## src/rtl/m_bp_pkg.sv

```systemverilog
// Shared widths, in-flight queue entry layout and PC field extraction for
// the fetch-side branch predictor.
package m_bp_pkg;
  localparam int BP_XLEN   = 32;
  localparam int BP_IDXW   = 5;
  localparam int BP_TAGW   = 8;
  localparam int BP_QDEPTH = 4;

  typedef struct packed {
    logic [BP_XLEN-1:0] pc;
    logic [BP_XLEN-1:0] npc;
  } bp_entry_t;

  function automatic logic [BP_IDXW-1:0] bp_idx(input logic [BP_XLEN-1:0] pc);
    return pc[BP_IDXW+1:2];
  endfunction

  function automatic logic [BP_TAGW-1:0] bp_tag(input logic [BP_XLEN-1:0] pc);
    return pc[BP_IDXW+BP_TAGW+1:BP_IDXW+2];
  endfunction
endpackage

```

## src/rtl/m_bp_queue.sv

```systemverilog
// In-order FIFO of in-flight predictions with whole-queue flush.
// Caller must not push when full unless it pops in the same cycle.
module m_bp_queue #(
  parameter int WIDTH = 64,
  parameter int DEPTH = 4,
  localparam int PW   = $clog2(DEPTH),
  localparam int CW   = PW + 1
) (
  input  logic             clk_i,
  input  logic             rst_ni,
  input  logic             push_i,
  input  logic             pop_i,
  input  logic             flush_i,
  input  logic [WIDTH-1:0] din_i,
  output logic [WIDTH-1:0] head_o,
  output logic [CW-1:0]    cnt_o,
  output logic             full_o,
  output logic             empty_o
);
  logic [WIDTH-1:0] mem_q [DEPTH];
  logic [PW-1:0]    head_q, tail_q;
  logic [CW-1:0]    cnt_q;
  logic             do_push, do_pop;

  assign empty_o = (cnt_q == '0);
  assign full_o  = (cnt_q == CW'(DEPTH));
  assign head_o  = mem_q[head_q];
  assign cnt_o   = cnt_q;
  assign do_pop  = pop_i & ~empty_o;
  assign do_push = push_i & (~full_o | do_pop);

  always_ff @(posedge clk_i or negedge rst_ni) begin
    if (!rst_ni) begin
      head_q <= '0;
      tail_q <= '0;
      cnt_q  <= '0;
    end else if (flush_i) begin
      head_q <= '0;
      tail_q <= '0;
      cnt_q  <= '0;
    end else begin
      if (do_push) tail_q <= tail_q + PW'(1);
      if (do_pop)  head_q <= head_q + PW'(1);
      case ({do_push, do_pop})
        2'b10:   cnt_q <= cnt_q + CW'(1);
        2'b01:   cnt_q <= cnt_q - CW'(1);
        default: cnt_q <= cnt_q;
      endcase
    end
  end

  // Storage is data only; validity is tracked entirely by the pointers.
  always_ff @(posedge clk_i) begin
    if (do_push) mem_q[tail_q] <= din_i;
  end
endmodule

```

## src/rtl/m_bp_fetch.sv

```systemverilog
// Fetch-side bimodal branch prediction control: BTB lookup, next-PC
// selection, in-flight tracking, counter-table training and redirect.
module m_bp_fetch
  import m_bp_pkg::*;
#(
  parameter int XLEN   = BP_XLEN,
  parameter int IDXW   = BP_IDXW,
  parameter int TAGW   = BP_TAGW,
  parameter int QDEPTH = BP_QDEPTH,
  localparam int CW    = $clog2(QDEPTH) + 1,
  localparam int NENT  = 1 << IDXW
) (
  input  logic            w_clk,
  input  logic            w_rst_n,
  input  logic            w_f_valid,
  input  logic [XLEN-1:0] w_f_pc,
  output logic            w_f_ready,
  output logic [IDXW-1:0] w_radr,
  input  logic            w_pred,
  output logic [XLEN-1:0] w_npc,
  output logic            w_pred_tkn,
  input  logic            w_r_valid,
  input  logic            w_r_is_br,
  input  logic            w_r_tkn,
  input  logic [XLEN-1:0] w_r_tgt,
  output logic [IDXW-1:0] w_wadr,
  output logic            w_we,
  output logic            w_tkn,
  output logic            w_redirect,
  output logic [XLEN-1:0] w_redirect_pc,
  output logic [CW-1:0]   w_q_cnt,
  output logic            w_err
);
  logic [NENT-1:0] btb_vld_q;
  logic [TAGW-1:0] btb_tag_q [NENT];
  logic [XLEN-1:0] btb_tgt_q [NENT];

  logic            redirect_q, redirect_d;
  logic [XLEN-1:0] redirect_pc_q, redirect_pc_d;
  logic            err_q, err_d;

  logic [IDXW-1:0] f_idx, r_idx;
  logic            hit, push, pop, mispred, btb_we, q_full, q_empty;
  logic [XLEN-1:0] actual;
  bp_entry_t       enq, head;

  assign f_idx      = bp_idx(w_f_pc);
  assign hit        = btb_vld_q[f_idx] & (btb_tag_q[f_idx] == bp_tag(w_f_pc));
  assign w_radr     = f_idx;
  assign w_pred_tkn = hit & w_pred;
  assign w_npc      = w_pred_tkn ? btb_tgt_q[f_idx] : w_f_pc + XLEN'(4);

  assign w_f_ready  = ~redirect_q & (~q_full | w_r_valid);
  assign push       = w_f_valid & w_f_ready;
  assign enq        = '{pc: w_f_pc, npc: w_npc};

  assign pop        = w_r_valid & ~q_empty;
  assign actual     = (w_r_is_br & w_r_tkn) ? w_r_tgt : head.pc + XLEN'(4);
  assign mispred    = pop & (actual != head.npc);
  assign r_idx      = bp_idx(head.pc);
  assign btb_we     = pop & w_r_is_br & w_r_tkn;

  assign w_we       = pop & w_r_is_br;
  assign w_wadr     = r_idx;
  assign w_tkn      = w_r_tkn;

  assign w_redirect    = redirect_q;
  assign w_redirect_pc = redirect_pc_q;
  assign w_err         = err_q;

  m_bp_queue #(
    .WIDTH ($bits(bp_entry_t)),
    .DEPTH (QDEPTH)
  ) u_queue (
    .clk_i   (w_clk),
    .rst_ni  (w_rst_n),
    .push_i  (push),
    .pop_i   (w_r_valid),
    .flush_i (mispred),
    .din_i   (enq),
    .head_o  (head),
    .cnt_o   (w_q_cnt),
    .full_o  (q_full),
    .empty_o (q_empty)
  );

  always_comb begin
    redirect_d    = mispred;
    redirect_pc_d = mispred ? actual : redirect_pc_q;
    err_d         = err_q | (w_r_valid & q_empty);
  end

  always_ff @(posedge w_clk or negedge w_rst_n) begin
    if (!w_rst_n) begin
      btb_vld_q     <= '0;
      redirect_q    <= 1'b0;
      redirect_pc_q <= '0;
      err_q         <= 1'b0;
    end else begin
      if (btb_we) btb_vld_q[r_idx] <= 1'b1;
      redirect_q    <= redirect_d;
      redirect_pc_q <= redirect_pc_d;
      err_q         <= err_d;
    end
  end

  // Tag comes from the branch's own PC so a later fetch of it hits.
  always_ff @(posedge w_clk) begin
    if (btb_we) begin
      btb_tag_q[r_idx] <= bp_tag(head.pc);
      btb_tgt_q[r_idx] <= w_r_tgt;
    end
  end
endmodule

```

## config.mk

```make
export PLATFORM = sky130hd
export DESIGN_NAME = m_bp_fetch
export DESIGN_NICKNAME = d
export VERILOG_FILES = /design/src/rtl/m_bp_pkg.sv /design/src/rtl/m_bp_queue.sv /design/src/rtl/m_bp_fetch.sv
export SDC_FILE = /design/constraint.sdc
export NUM_CORES = 2
export LEC_CHECK = 0
export ABC_AREA = 1
export BUFFER_PORTS_ARGS = -buffer_cell sky130_fd_sc_hd__buf_2
export CAP_MARGIN = 0
export CORE_ASPECT_RATIO = 1.25
export CORE_MARGIN = 10
export CORE_UTILIZATION = 50
export DETAILED_ROUTE_END_ITERATION = 6
export HOLD_SLACK_MARGIN = 0.03
export PLACE_DENSITY = 0.66
export SLEW_MARGIN = 0
export SYNTH_ARGS = -nofsm -noshare
export SYNTH_HDL_FRONTEND = slang
export SYNTH_SLANG_ARGS = --single-unit
```

## constraint.sdc

```tcl
create_clock -name w_clk -period 4.3 [get_ports w_clk]
set_input_delay 0 -clock w_clk [delete_from_list [all_inputs] [get_ports w_clk]]
set_output_delay 0 -clock w_clk [all_outputs]
set_load 0.01 [all_outputs]
```

==> metrics.txt <==
Port Buffer Count approximately 150; # Max-Cap Violations 0; number of flops mapped to enable cells by yosys 1536; first-pass GRT wire length a little under 300 mm; Synth area leaders edfxtp_1 (70%), o21ai_0 (6.0%), nor2_1 (5.5%), nand2_1 (4.1%), dfrtp_1 (2.8%); unrepaired setup endpoints after global routing false; clock tree buffer depth 3; headroom to the max-slew limit 29.1%; Period Utilization, post-route a little over nine tenths; largest net degree at the start of global routing roughly 130; Worst Path Required 4300 ps; Clock transition at path regs 60 ps; final worst slack 158 ps; drt initial violations 5622; crit path time final 4140 ps; Cells after Synth about 5400; WS Path Type in -> out; Placed Cells 7082; root buf cell clkbuf_16; DR pass1 iterations 7; Worst Path Max Fanout a little over 80; post-synthesis register bit count between 1500 and 2000; Clk pwr share 33.7%; Gate power share a little under a fifth; HPWL Detailed between 100 and 150 mm; YS warnings 0; worst slew pin tran 1060 ps; sequential power share 48.2%; initial core utilization 50.4%; Critical Path Source Type input port; area added between synthesis and finish 13.8%; async set-or-reset flop fraction in the synthesized netlist 4.54%; Design Power 38.9 mW; failing checks DRC; Vias 45500; number of remaining DRC errors 3; mapped cell area approximately 66000 um^2; syn avg cell area about 12 um^2; Achievable Freq 241 MHz; vias per cell 6.11; antenna violations before repair 11; fin. max-slew vios 0; Clock Latency Late Sink approximately 800 ps; largest area contributor in the netlist edfxtp_1; sequential share of the synthesized area 72.9%; final setup vio count 0; die area between 100000 and 150000 um^2; Worst Path Arrival 4140 ps; Cell Count, Final, Fillers Out 7450; total I/O pin count 154; clock sinks between 1500 and 2000; Internal 27.5 mW; NetSw approximately 11 mW; Final #Nets 5675; gpl congestion 0.979; Core Box Area 130000 um^2; pwr/cell area 520 nW/um^2; switch share 29.3%; leakage 25.7 nW; routed length per instance roughly 27 um; Post-Route WL 199 mm; H-tree Lvls 4; synth unique cells 46; Die Wd 344 um; Total Routing Usage GR 26.6%; area share of the largest cell type after synthesis 70.1%; Clock Skew 34.4 ps; Post-synth top cells edfxtp_1 (1536), nor2_1 (960), o21ai_0 (791); VDD IR-drop max 426 uV; share of cells above drive strength 1 11.2%; worst slack, placed around 240 ps; FP Rows 148; total grt overflow 0; CTS buffer count 152; vias in the first global route 42500; WHS 59.7 ps; Hold Vio Cnt, Final 0; TritonCTS clock tree yes; run status finished with violations; hold crit path type in -> reg; dominant synthesized flop cell edfxtp_1; net count after synthesis about 5500; Final ANT Viol Nets 0; Die Y about 430 um; most common cell in the synthesized netlist edfxtp_1; Crit. End Element output port
## cell families (layout without fill, tap and decap cells)
family,Yosys count,count (layout),share of synthesized area [%]
simple gates,1970,1970,12.1
buf+inv,475,801,3.00
other cells,0,4,0
fa+ha+maj,10,10,0.202
mux,1,1,0.0171
compound gates,1287,1287,11.2
flops,1609,1609,72.9
xor+xnor,43,43,0.573
## sequential cells by signal, indices dropped and copies added, names as in the netlist
name            cells
w_redirect          1
u_queue.cnt_o       3
w_err               1
btb_tag_q         256
u_queue.mem_q     256
u_queue.tail_q      2
u_queue.head_q      2
btb_vld_q          32
w_redirect_pc      32
btb_tgt_q        1024
## placed cells by master (no fill, tap or decap), types with 22 or more instances in the layout
cell	Yosys	final
a21oi_1	47	47
a221o_1	30	30
a31oi_1	41	41
a32oi_1	33	33
buf_12	0	35
buf_2	49	150
buf_4	21	123
clkbuf_1	266	51
clkbuf_16	0	155
clkinv_1	4	30
clkinv_2	0	22
dfrtp_1	73	71
dlygate4sd3_1	0	82
edfxtp_1	1536	1536
inv_1	111	108
nand2_1	721	720
nand3_1	176	175
nand4_1	22	22
nor2_1	960	922
nor2_4	2	39
o21ai_0	791	789
o221ai_1	43	43
o22ai_1	255	255
or2_2	38	38
xor2_1	33	33
## timing repair
| item | in CTS | in global routing |
|---|---|---|
| setup endpoints to repair | 0 | 44 |
| buffers inserted | 0 | 0 |
| gates resized for setup | 0 | 15 |
| hold buffers | 83 | 0 |
| endpoints found under the hold margin | 1305 | 0 |
## power groups by stage
| stage | Clock, mW | Sequential, mW | Combinational, mW |
|---|---|---|---|
| floorplan | 0 | 19.0 | 4.08 |
| global placement | 0 | 19.1 | 6.75 |
| detailed placement | 0 | 19.1 | 6.84 |
| CTS | 13.2 | 18.8 | 6.93 |
| global route | 13.8 | 18.8 | 7.62 |
| finish | 13.1 | 18.8 | 7.04 |
## layout make-up
type | instances | area [um^2]
fillers | 10400 | 55500
diodes | 4 | 10.0
clock buffers | 207 | 4070
repair buffers | 397 | 3320
well taps | 1725 | 2160
clock inverters | 74 | 696
inverters | 123 | 488
multi-input cells | 3311 | 16100
flip-flops and latches | 1609 | 48000
## through the flow
| stage | area (um^2) | setup TNS [ps] | util [%] |
|---|---|---|---|
| detailed placement | 69200 | 0 | 53.0 |
| global placement | 69200 | 0 | 53.0 |
| floorplan | 65800 | -3050 | - |
| global route | 74800 | 0 | 57.4 |
| finish | 74800 | 0 | 57.4 |
| CTS | 74800 | 0 | 57.4 |
## path summary, 6_finish.rpt
path,start,end,slack [ps],cells after the start
worst max-delay path,w_f_pc[2],w_npc[27],160,12
worst min-delay path,w_f_pc[25],u_queue.mem_q[1][57],60,2
worst max register to register,u_queue.head_q[0],u_queue.head_q[1],340,24
worst min register to register,btb_vld_q[23],btb_vld_q[23],460,2
max in group asynchronous,w_rst_n,u_queue.head_q[1],3600,4
min in group asynchronous,w_rst_n,u_queue.cnt_o[0],280,4
## per-layer routing
metal / wire [um] / global-route usage, % / part of all wire [%] / up-vias
met5: 76 / 0 / 0.038 / -
met4: 9400 / 12.1 / 4.7 / 12
met3: 18600 / 5.07 / 9.4 / 447
met2: 93900 / 42.3 / 47 / 2484
met1: 76900 / 35.5 / 39 / 22600
li1: - / - / - / 20000
## worst max-delay path, cell delays in order
cell and delay [ps]:
dlygate4sd3_1 580, buf_12 270, buf_16 350, buf_4 730
o21ai_0 230, o22ai_1 180, o21ai_0 90, a31o_2 260
a32oi_1 520, nor2_1 220, nor2_1 300, buf_2 230
No activity file was read; power rests on OpenSTA's default activity.
